File: config.mk
export PLATFORM = sky130hd
export DESIGN_NAME = stage_decode_flat
export DESIGN_NICKNAME = d
export VERILOG_FILES = /design/src/rtl/stage_decode_if.sv /design/src/rtl/stage_decode.sv /design/src/flat_wrapper.sv
export SDC_FILE = /design/constraint.sdc
export NUM_CORES = 1
export LEC_CHECK = 0
export CORE_MARGIN = 1.5
export CORE_UTILIZATION = 59
export CTS_CLUSTER_SIZE = 8
export DETAILED_ROUTE_END_ITERATION = 12
export PLACE_DENSITY = 0.87
export SLEW_MARGIN = 20
export SYNTH_ARGS = -nofsm -noshare
export SYNTH_HDL_FRONTEND = slang
export SYNTH_SLANG_ARGS = --single-unit
File: constraint.sdc
create_clock -name clk -period 9.04 [get_ports clk]
set_clock_uncertainty 0.2 [all_clocks]
set_input_delay 1.356 -clock clk [delete_from_list [all_inputs] [get_ports clk]]
set_output_delay 1.356 -clock clk [all_outputs]
set_load 0.03 [all_outputs]
File: src/rtl/stage_decode_if.sv
`default_nettype none
// ============================================================================
//  Module   : stage_decode_if
//  Purpose  : Bundles the decode stage's fetch-side, writeback-side and
//             ID/EX-side signals into one interface.
//  Ports    : (interface signals)
//    pc_in, inst_in, flush       - instruction pair from fetch, EX redirect
//    wb_en, wb_rd, wb_data       - register-file write port from writeback
//    pc_stay                     - load-use hold back to fetch
//    id_*                        - ID/EX pipeline register outputs
//    stall_count                 - saturating hazard-stall counter
//  Modports : master - drives fetch/writeback inputs, observes decode outputs
//             slave  - the decode stage itself
//  Revision : 1.0 - initial release
// ============================================================================
interface stage_decode_if #(
  parameter int DBITS          = 32,
  parameter int STALL_CNT_BITS = 16
);

  // Fetch / EX side
  logic [DBITS-1:0]          pc_in;
  logic [DBITS-1:0]          inst_in;
  logic                      flush;
  logic                      pc_stay;

  // Writeback side
  logic                      wb_en;
  logic [3:0]                wb_rd;
  logic [DBITS-1:0]          wb_data;

  // ID/EX side
  logic                      id_valid;
  logic [DBITS-1:0]          id_pc;
  logic [3:0]                id_opcode;
  logic [3:0]                id_rd;
  logic [DBITS-1:0]          id_rs1_val;
  logic [DBITS-1:0]          id_rs2_val;
  logic [DBITS-1:0]          id_imm;
  logic                      id_rd_we;
  logic                      id_mem_read;
  logic                      id_mem_write;
  logic [STALL_CNT_BITS-1:0] stall_count;

  modport master (
    output pc_in, inst_in, flush, wb_en, wb_rd, wb_data,
    input  pc_stay, id_valid, id_pc, id_opcode, id_rd, id_rs1_val,
           id_rs2_val, id_imm, id_rd_we, id_mem_read, id_mem_write,
           stall_count
  );

  modport slave (
    input  pc_in, inst_in, flush, wb_en, wb_rd, wb_data,
    output pc_stay, id_valid, id_pc, id_opcode, id_rd, id_rs1_val,
           id_rs2_val, id_imm, id_rd_we, id_mem_read, id_mem_write,
           stall_count
  );

endinterface : stage_decode_if
`default_nettype wire

File: src/rtl/stage_decode.sv
`default_nettype none
// ============================================================================
//  Module   : stage_decode
//  Purpose  : Decode stage sitting directly behind fetch. Splits the
//             instruction word into fields, reads the 16-entry register file
//             (with same-cycle writeback bypass), detects load-use hazards,
//             and registers the result into the ID/EX outputs.
//  Ports    :
//    clk    in  - clock
//    reset  in  - synchronous, active-low reset
//    bus    slave modport of stage_decode_if:
//      pc_in/inst_in   in  - instruction pair from fetch
//      flush           in  - redirect from EX, kills the decoding instruction
//      wb_en/rd/data   in  - register-file write port
//      pc_stay         out - combinational hold request to fetch
//      id_*            out - ID/EX pipeline register
//      stall_count     out - saturating count of load-use stall cycles
//  Revision : 1.0 - initial release
// ============================================================================
module stage_decode #(
  parameter int               DBITS          = 32,
  parameter int               REG_COUNT      = 16,
  parameter logic [DBITS-1:0] HALT_WORD      = DBITS'(32'hdead),
  parameter int               STALL_CNT_BITS = 16
) (
  input  logic          clk,
  input  logic          reset,
  stage_decode_if.slave bus
);

  // --------------------------------------------------------------------------
  // Opcode classes
  // --------------------------------------------------------------------------
  localparam logic [3:0] c_op_alu_r = 4'h0;
  localparam logic [3:0] c_op_alu_i = 4'h8;
  localparam logic [3:0] c_op_lw    = 4'h9;
  localparam logic [3:0] c_op_sw    = 4'h5;
  localparam logic [3:0] c_op_br    = 4'h2;
  localparam logic [3:0] c_op_jal   = 4'hB;

  localparam logic [STALL_CNT_BITS-1:0] c_stall_one = STALL_CNT_BITS'(1);

  // --------------------------------------------------------------------------
  // Storage
  // --------------------------------------------------------------------------
  logic [DBITS-1:0]          r_rf [REG_COUNT];

  logic                      r_id_valid;
  logic [DBITS-1:0]          r_id_pc;
  logic [3:0]                r_id_opcode;
  logic [3:0]                r_id_rd;
  logic [DBITS-1:0]          r_id_rs1_val;
  logic [DBITS-1:0]          r_id_rs2_val;
  logic [DBITS-1:0]          r_id_imm;
  logic                      r_id_rd_we;
  logic                      r_id_mem_read;
  logic                      r_id_mem_write;
  logic [STALL_CNT_BITS-1:0] r_stall_count;

  // --------------------------------------------------------------------------
  // Field extraction
  // --------------------------------------------------------------------------
  logic [3:0]       w_opcode;
  logic [3:0]       w_rd;
  logic [3:0]       w_rs1;
  logic [3:0]       w_rs2;
  logic [DBITS-1:0] w_imm;

  assign w_opcode = bus.inst_in[31:28];
  assign w_rd     = bus.inst_in[27:24];
  assign w_rs1    = bus.inst_in[23:20];
  assign w_rs2    = bus.inst_in[19:16];
  assign w_imm    = {{(DBITS-16){bus.inst_in[15]}}, bus.inst_in[15:0]};

  // --------------------------------------------------------------------------
  // Class decode
  // --------------------------------------------------------------------------
  logic w_reads_rs1;
  logic w_reads_rs2;
  logic w_writes_rd;
  logic w_mem_read;
  logic w_mem_write;

  always_comb begin
    w_reads_rs1 = 1'b0;
    w_reads_rs2 = 1'b0;
    w_writes_rd = 1'b0;
    w_mem_read  = 1'b0;
    w_mem_write = 1'b0;
    case (w_opcode)
      c_op_alu_r: begin
        w_reads_rs1 = 1'b1;
        w_reads_rs2 = 1'b1;
        w_writes_rd = 1'b1;
      end
      c_op_alu_i: begin
        w_reads_rs1 = 1'b1;
        w_writes_rd = 1'b1;
      end
      c_op_lw: begin
        w_reads_rs1 = 1'b1;
        w_writes_rd = 1'b1;
        w_mem_read  = 1'b1;
      end
      c_op_sw: begin
        w_reads_rs1 = 1'b1;
        w_reads_rs2 = 1'b1;
        w_mem_write = 1'b1;
      end
      c_op_br: begin
        w_reads_rs1 = 1'b1;
        w_reads_rs2 = 1'b1;
      end
      c_op_jal: begin
        w_reads_rs1 = 1'b1;
        w_writes_rd = 1'b1;
      end
      default: ;  // valid instruction with no register or memory activity
    endcase
  end

  // --------------------------------------------------------------------------
  // Register read with writeback bypass. An operand the class does not read
  // is presented as zero so EX never sees stale register contents.
  // --------------------------------------------------------------------------
  logic [DBITS-1:0] w_rs1_val;
  logic [DBITS-1:0] w_rs2_val;

  always_comb begin
    w_rs1_val = '0;
    w_rs2_val = '0;
    if (w_reads_rs1) begin
      w_rs1_val = (bus.wb_en && (bus.wb_rd == w_rs1)) ? bus.wb_data : r_rf[w_rs1];
    end
    if (w_reads_rs2) begin
      w_rs2_val = (bus.wb_en && (bus.wb_rd == w_rs2)) ? bus.wb_data : r_rf[w_rs2];
    end
  end

  // --------------------------------------------------------------------------
  // Load-use hazard: the load in ID/EX has not produced its data yet, so an
  // instruction that sources its rd must wait one cycle. The bubble inserted
  // for the stall clears id_valid, which removes the hazard on the retry.
  // --------------------------------------------------------------------------
  logic w_hazard;
  logic w_is_halt;
  logic w_stall_sat;

  assign w_hazard = r_id_valid && r_id_mem_read && r_id_rd_we &&
                    ((w_reads_rs1 && (w_rs1 == r_id_rd)) ||
                     (w_reads_rs2 && (w_rs2 == r_id_rd)));

  assign w_is_halt   = (bus.inst_in == HALT_WORD);
  assign w_stall_sat = &r_stall_count;

  // A flushed instruction is being discarded anyway, so fetch must not hold.
  assign bus.pc_stay = w_hazard && !bus.flush;

  // --------------------------------------------------------------------------
  // Register file
  // --------------------------------------------------------------------------
  always_ff @(posedge clk) begin
    if (!reset) begin
      for (int i = 0; i < REG_COUNT; i++) begin
        r_rf[i] <= '0;
      end
    end else if (bus.wb_en) begin
      r_rf[bus.wb_rd] <= bus.wb_data;
    end
  end

  // --------------------------------------------------------------------------
  // ID/EX pipeline register. Priority: reset > flush > hazard > halt > issue.
  // Every non-issue case loads an all-zero bubble.
  // --------------------------------------------------------------------------
  always_ff @(posedge clk) begin
    if (!reset) begin
      r_id_valid     <= 1'b0;
      r_id_pc        <= '0;
      r_id_opcode    <= '0;
      r_id_rd        <= '0;
      r_id_rs1_val   <= '0;
      r_id_rs2_val   <= '0;
      r_id_imm       <= '0;
      r_id_rd_we     <= 1'b0;
      r_id_mem_read  <= 1'b0;
      r_id_mem_write <= 1'b0;
      r_stall_count  <= '0;
    end else if (bus.flush || w_hazard || w_is_halt) begin
      r_id_valid     <= 1'b0;
      r_id_pc        <= '0;
      r_id_opcode    <= '0;
      r_id_rd        <= '0;
      r_id_rs1_val   <= '0;
      r_id_rs2_val   <= '0;
      r_id_imm       <= '0;
      r_id_rd_we     <= 1'b0;
      r_id_mem_read  <= 1'b0;
      r_id_mem_write <= 1'b0;
      // Only a genuine load-use stall counts; flush wins over the hazard.
      if (!bus.flush && w_hazard && !w_stall_sat) begin
        r_stall_count <= r_stall_count + c_stall_one;
      end
    end else begin
      r_id_valid     <= 1'b1;
      r_id_pc        <= bus.pc_in;
      r_id_opcode    <= w_opcode;
      r_id_rd        <= w_rd;
      r_id_rs1_val   <= w_rs1_val;
      r_id_rs2_val   <= w_rs2_val;
      r_id_imm       <= w_imm;
      r_id_rd_we     <= w_writes_rd;
      r_id_mem_read  <= w_mem_read;
      r_id_mem_write <= w_mem_write;
    end
  end

  // --------------------------------------------------------------------------
  // Outputs
  // --------------------------------------------------------------------------
  assign bus.id_valid     = r_id_valid;
  assign bus.id_pc        = r_id_pc;
  assign bus.id_opcode    = r_id_opcode;
  assign bus.id_rd        = r_id_rd;
  assign bus.id_rs1_val   = r_id_rs1_val;
  assign bus.id_rs2_val   = r_id_rs2_val;
  assign bus.id_imm       = r_id_imm;
  assign bus.id_rd_we     = r_id_rd_we;
  assign bus.id_mem_read  = r_id_mem_read;
  assign bus.id_mem_write = r_id_mem_write;
  assign bus.stall_count  = r_stall_count;

endmodule : stage_decode
`default_nettype wire
File: src/flat_wrapper.sv
// flat-port wrapper written by rule: the top's interface ports become plain ports
module stage_decode_flat 
#(
  parameter int               DBITS          = 32,
  parameter int               REG_COUNT      = 16,
  parameter logic [DBITS-1:0] HALT_WORD      = DBITS'(32'hdead),
  parameter int               STALL_CNT_BITS = 16
)
  (clk, reset, bus_pc_in, bus_inst_in, bus_flush, bus_wb_en, bus_wb_rd, bus_wb_data, bus_pc_stay, bus_id_valid, bus_id_pc, bus_id_opcode, bus_id_rd, bus_id_rs1_val, bus_id_rs2_val, bus_id_imm, bus_id_rd_we, bus_id_mem_read, bus_id_mem_write, bus_stall_count);
  stage_decode_if #(.DBITS(DBITS), .STALL_CNT_BITS(STALL_CNT_BITS)) bus_i ();
  input  logic clk;
  input  logic reset;
  input wire logic [$bits(bus_i.pc_in)-1:0] bus_pc_in;
  input wire logic [$bits(bus_i.inst_in)-1:0] bus_inst_in;
  input wire logic [$bits(bus_i.flush)-1:0] bus_flush;
  input wire logic [$bits(bus_i.wb_en)-1:0] bus_wb_en;
  input wire logic [$bits(bus_i.wb_rd)-1:0] bus_wb_rd;
  input wire logic [$bits(bus_i.wb_data)-1:0] bus_wb_data;
  output wire logic [$bits(bus_i.pc_stay)-1:0] bus_pc_stay;
  output wire logic [$bits(bus_i.id_valid)-1:0] bus_id_valid;
  output wire logic [$bits(bus_i.id_pc)-1:0] bus_id_pc;
  output wire logic [$bits(bus_i.id_opcode)-1:0] bus_id_opcode;
  output wire logic [$bits(bus_i.id_rd)-1:0] bus_id_rd;
  output wire logic [$bits(bus_i.id_rs1_val)-1:0] bus_id_rs1_val;
  output wire logic [$bits(bus_i.id_rs2_val)-1:0] bus_id_rs2_val;
  output wire logic [$bits(bus_i.id_imm)-1:0] bus_id_imm;
  output wire logic [$bits(bus_i.id_rd_we)-1:0] bus_id_rd_we;
  output wire logic [$bits(bus_i.id_mem_read)-1:0] bus_id_mem_read;
  output wire logic [$bits(bus_i.id_mem_write)-1:0] bus_id_mem_write;
  output wire logic [$bits(bus_i.stall_count)-1:0] bus_stall_count;
  assign bus_i.pc_in = bus_pc_in;
  assign bus_i.inst_in = bus_inst_in;
  assign bus_i.flush = bus_flush;
  assign bus_i.wb_en = bus_wb_en;
  assign bus_i.wb_rd = bus_wb_rd;
  assign bus_i.wb_data = bus_wb_data;
  assign bus_pc_stay = bus_i.pc_stay;
  assign bus_id_valid = bus_i.id_valid;
  assign bus_id_pc = bus_i.id_pc;
  assign bus_id_opcode = bus_i.id_opcode;
  assign bus_id_rd = bus_i.id_rd;
  assign bus_id_rs1_val = bus_i.id_rs1_val;
  assign bus_id_rs2_val = bus_i.id_rs2_val;
  assign bus_id_imm = bus_i.id_imm;
  assign bus_id_rd_we = bus_i.id_rd_we;
  assign bus_id_mem_read = bus_i.id_mem_read;
  assign bus_id_mem_write = bus_i.id_mem_write;
  assign bus_stall_count = bus_i.stall_count;
  stage_decode #(.DBITS(DBITS), .REG_COUNT(REG_COUNT), .HALT_WORD(HALT_WORD), .STALL_CNT_BITS(STALL_CNT_BITS)) u_core (.clk(clk), .reset(reset), .bus(bus_i));
endmodule
==> results.tsv, run 1 <==
metric	value	unit
status	completed	
synthCells	2269	
cts-resized-gates	0	
cp_max_fo	36	
hold_class	flop to flop	
drt_iter0_markers	3001	
fillCellCount	3215	
fp.dieW	238	um
grt_pass1_wl	138000	um
hold_buffers	0	
slew_headroom	0.208	
firstDrtPassIters	10	
grt_max_degree	66	
ir_worst_vdd	0.133	mV
fin_area	38000	um2
stdcell_count	3202	
leakagePower	13.2	nW
syn_area	32500	um2
htree_levels	3	
cp-start-kind	input pin	
io_pins	261	
async_flop_share	0	
grt_pass1_vias	22700	
holdWs	0.309	ns
cp-end-kind	output port	
cts_buffers	91	
dpl_cell_area	35300	um2
yosysTopAreaCell	edfxtp_1	
cp.required	7.48	ns
wire_per_inst	28.8	um
ys_top_cells_by_area	edfxtp_1, mux4_2, and2_1, dfxtp_1, mux2i_1	
clock_latency	0.64	ns
rsz0062_at_grt	false	
tns	0	ns
path_clk_slew	0.05	ns
yosysMostFrequentCell	and2_1	
core-area	54100	um2
p_per_area	197	nW/um2
die_h	238	um
synth_edf_count	512	
start_util	0.601	
layout_min_cycle_time	5.47	ns
drt-total-wl	92100	um
syn_nets	2374	
critPathKind	input pin to output port	
post-route-period-util	0.605	
areaGrowthSynthToFinish	16.9	%
avgSynthCellArea	14.3	um2
dr_total_vias	21800	
cp.arrival	3.92	ns
drc	0	
cts-root-buf	clkbuf_16	
antenna_found_initial	1	
via_per_inst	6.82	
final_nets	2534	
io_buffers	260	
final_max_slew_viol_count	0	
gp_congestion	0.847	
synth_common_cells	and2_1, edfxtp_1, mux4_2	
overflow	0	
clock_sinks	652	
cts_max_path_buffers	3	
cts_setup_buffers	0	
cts_tree	done	
ys_warn_count	0	
synth.distinct_cells	56	
synthFlopType	edfxtp_1	
grt_use_total	0.328	
drive_gt1_frac	0.178	
dp.cells	3030	
setup_viol	0	
worst_pin_slew	1.19	ns
max_cap_violations	0	
synth_top_area_frac	0.473	
yosysSeqAreaShare	0.559	
ant_nets	0	
ys_ff_latch	652	
hold_viol	0	
fmax	0.183	GHz
die_area	56600	um2
dp_hpwl	51200	um
rows	85	
## worst max-delay path, stage by stage
cell and delay, ns:
clkdlybuf4s50_1 0.59, and4bb_2 0.28, a221oi_2 0.26, o22a_2 0.65
nor3_1 0.14, clkdlybuf4s50_1 0.64
## report_power, final
part	switching, W	total [W]	internal, W
Combinational	0.000422	0.000790	0.000368
Clock	0.00129	0.00322	0.00193
Sequential	0.0000827	0.00348	0.00339
## metrics by stage
step                setup WS (ns)  power (W)  utilization
floorplan                    3.91    0.00403            -
global placement             3.73    0.00426        0.653
detailed placement           3.63    0.00430        0.653
CTS                          3.59    0.00747        0.702
global route                 3.42    0.00766        0.702
finish                       3.57    0.00748        0.703
## state kept, by name, summed over array words and instances (netlist names), 4 cells and up
| signal | flops |
|---|---|
| u_core.bus.id_imm | 16 |
| u_core.bus.id_opcode | 4 |
| u_core.bus.id_pc | 32 |
| u_core.bus.id_rd | 4 |
| u_core.bus.id_rs1_val | 32 |
| u_core.bus.id_rs2_val | 32 |
| u_core.bus.stall_count | 16 |
| u_core.r_rf | 512 |
## placed cells by master, fill, tap and decap left out, types with 5 or more instances in the layout
master / n
and2_1: 571
edfxtp_1: 512
mux4_2: 256
clkdlybuf4s50_1: 251
dfxtp_1: 140
clkbuf_16: 92
a21oi_1: 77
nand2_1: 76
clkbuf_1: 70
a211oi_1: 66
nor2b_1: 65
mux2i_1: 64
a211o_1: 64
buf_4: 39
o21ai_4: 14
xnor2_1: 13
nor2_4: 12
nand3_1: 11
or4_1: 9
o31ai_1: 9
o21ai_0: 7
or3_1: 5
nand4b_1: 5
nand4_1: 5
inv_6: 5
## final cells by class
class | instances | area (um2) | share of cell area
clock buffer | 162 | 2560 | 0.0674
clock inverter | 7 | 90.1 | 0.00237
inverter | 2 | 7.51 | 0.000197
timing repair buffer | 296 | 2870 | 0.0754
tap | 696 | 871 | 0.0229
multi-input combinational | 1386 | 13400 | 0.354
antenna | 1 | 2.50 | 0.0000658
sequential | 652 | 18200 | 0.478
## path summary, 6_finish.rpt
path / startpoint / to / slack [ns] / depth (start not counted)
max: bus_inst_in[31] / bus_pc_stay / 3.57 / 6
min: u_core.bus.stall_count[5] / u_core.bus.stall_count[5] / 0.31 / 2
max reg2reg: u_core.bus.id_rd[3] / u_core.bus.id_rs1_val[13] / 6.21 / 6
min reg2reg: u_core.bus.stall_count[5] / u_core.bus.stall_count[5] / 0.31 / 2
## per-layer routing
| metal | track usage | share of wire |
|---|---|---|
| met1 | 0.407 | 0.34 |
| met2 | 0.555 | 0.50 |
| met3 | 0.0643 | 0.12 |
| met4 | 0.158 | 0.042 |
| met5 | 0 | 0.00014 |
## kinds of logic after synthesis
| logic type | after synthesis | synth area share |
|---|---|---|
| adders and majority gates | 1 | 0.000385 |
| and+or+nand+nor | 800 | 0.150 |
| xor gates and xnor gates | 16 | 0.00454 |
| buffers and inverters | 231 | 0.0366 |
| AOI/OAI and AO/OA | 249 | 0.0532 |
| DFF | 652 | 0.559 |
| muxes | 320 | 0.197 |
Note: power is estimated with default switching activity, not from simulation.
==> inputs of run 2 (changes only) <==
--- a/config.mk
+++ b/config.mk
@@ -6,10 +6,10 @@
 export NUM_CORES = 1
 export LEC_CHECK = 0
 export CORE_MARGIN = 1.5
-export CORE_UTILIZATION = 59
+export CORE_UTILIZATION = 53
 export CTS_CLUSTER_SIZE = 8
 export DETAILED_ROUTE_END_ITERATION = 12
-export PLACE_DENSITY = 0.87
+export PLACE_DENSITY = 0.83
 export SLEW_MARGIN = 20
 export SYNTH_ARGS = -nofsm -noshare
 export SYNTH_HDL_FRONTEND = slang
==> constraint.sdc (replaced) <==
create_clock -name clk -period 4.6 [get_ports clk]
set_clock_uncertainty 0.2 [all_clocks]
set_input_delay 0.69 -clock clk [delete_from_list [all_inputs] [get_ports clk]]
set_output_delay 0.69 -clock clk [all_outputs]
set_load 0.03 [all_outputs]
==> results.tsv, run 2 (same netlist as run 1, synthesis figures left out) <==
metric	value	unit
p_total	0.0148	W
cts_buffers	91	
busiest_layer	met2	
drt_iter0_markers	3020	
path_clk_slew	0.05	ns
ir_worst_vdd	0.243	mV
die_h	251	um
hp-start	reset	
clock_sinks	652	
drt-total-wl	95500	um
leakagePower	13.5	nW
clock_latency	0.63	ns
cp.required	3.71	ns
met3_usage	0.0549	
grt_use_total	0.300	
dr_total_vias	22100	
hold_viol	0	
register_area	18200	um2
multi_input_area	13400	um2
cts_setup_buffers	0	
fp.dieW	251	um
setup_viol	0	
p_per_area	384	nW/um2
core-area	60500	um2
via_per_inst	6.67	
grt_pass1_vias	22700	
final_max_slew_viol_count	0	
top_register	u_core.r_rf	
areaGrowthSynthToFinish	18.5	%
final_nets	2565	
largest_reg_flops	512	
rrSetupSlack	1.83	ns
antenna_found_initial	0	
holdWs	0.252	ns
tns	0	ns
overflow	0	
hold_depth	2	
r2r-start	u_core.bus.id_valid	
gp_congestion	0.854	
cts-resized-gates	0	
whs_endpoint	u_core.bus.stall_count[12]	
firstDrtPassIters	5	
cts-root-buf	clkbuf_16	
fmax	0.272	GHz
fillCellCount	4004	
die_area	62900	um2
hold_buffers	0	
p_clk_frac	0.430	
cp-start-kind	input pin	
drc	0	
slew_headroom	0.294	
cp-end-kind	output port	
layout_commonest_cell	and2_1	
io_buffers	260	
rows	90	
hold_class	input pin to flop	
internal_power	0.0113	W
post-route-period-util	0.799	
wire_per_inst	28.8	um
critPathKind	input pin to output port	
cts_max_path_buffers	3	
status	completed	
grt_max_degree	130	
reg2reg_depth	5	
dp_hpwl	53100	um
ant_nets	0	
post-place-ws	0.949	ns
drive_gt1_frac	0.188	
grt_pass1_wl	140000	um
cts_tree	done	
max_cap_violations	0	
io_pins	261	
worst_pin_slew	1.06	ns
sw_frac_of_total	0.238	
cp_max_fo	8	
fin_ws	0.925	ns
gr-usage-met1	0.373	
power_frac_seq	0.462	
rsz0062_at_grt	false	
final_util	0.637	
rr_endpoint	u_core.bus.stall_count[4]	
cp.arrival	2.78	ns
layout_common_cells	and2_1, edfxtp_1, mux4_2	
layout_min_cycle_time	3.67	ns
htree_levels	3	
start_util	0.538	
pwr-share-comb	0.108	
use_met2	0.508	
switching_power	0.00352	W
run 2: cell types whose count changed in the layout (fill, tap and decap cells not counted), moves of 5 or more:
cell	before	now
buf_12	1	17
buf_4	39	54
inv_6	5	0
nor2_2	0	12
nor2_4	12	0
run 2: power by group through the flow:
stage / combinational [W] / sequential, W / clock [W]
finish: 0.00160 / 0.00683 / 0.00635
CTS: 0.00158 / 0.00682 / 0.00637
detailed placement: 0.00157 / 0.00692 / 0
global route: 0.00166 / 0.00685 / 0.00660
floorplan: 0.000970 / 0.00694 / 0
global placement: 0.00154 / 0.00688 / 0
run 2: worst max-delay path, stage by stage:
cell and delay, ns:
clkdlybuf4s50_1 0.61, and4bb_2 0.29, a221oi_2 0.05, o22a_2 0.27
nor3_1 0.15, clkdlybuf4s50_1 0.72
run 2: routing by layer:
metal,wire (um),share of wire
met5,0,0
met4,4680,0.049
met3,10800,0.11
met2,47100,0.49
met1,33000,0.35
run 2: layout make-up:
cell class | count | area share
Timing Repair Buffer | 327 | 0.0856
Inverter | 2 | 0.000195
Clock inverter | 3 | 0.00136
Antenna cell | 2 | 0.000130
Clock buffer | 163 | 0.0686
Multi-Input combinational cell | 1386 | 0.347
Tap cell | 782 | 0.0254
Sequential cell | 652 | 0.472
run 2: worst max-delay path by stage:
stage | slack, ns | to | from | depth (start not counted)
global placement | 0.98 | bus_pc_stay | bus_inst_in[28] | 6
detailed placement | 0.95 | bus_pc_stay | bus_inst_in[28] | 6
CTS | 0.95 | bus_pc_stay | bus_inst_in[28] | 6
finish | 0.93 | bus_pc_stay | bus_inst_in[30] | 6
global route | 0.81 | bus_pc_stay | bus_inst_in[31] | 6
floorplan | 0.14 | u_core.r_rf[1][0] | reset | 5
run 2: metrics by stage:
step                      instance area (um2)  std cells
final                                   38500       3317
after global routing                    38500       3315
after CTS                               38500       3315
after detailed placement                35800       3149
after global placement                  35800       3149
after floorplan                         32500       2269
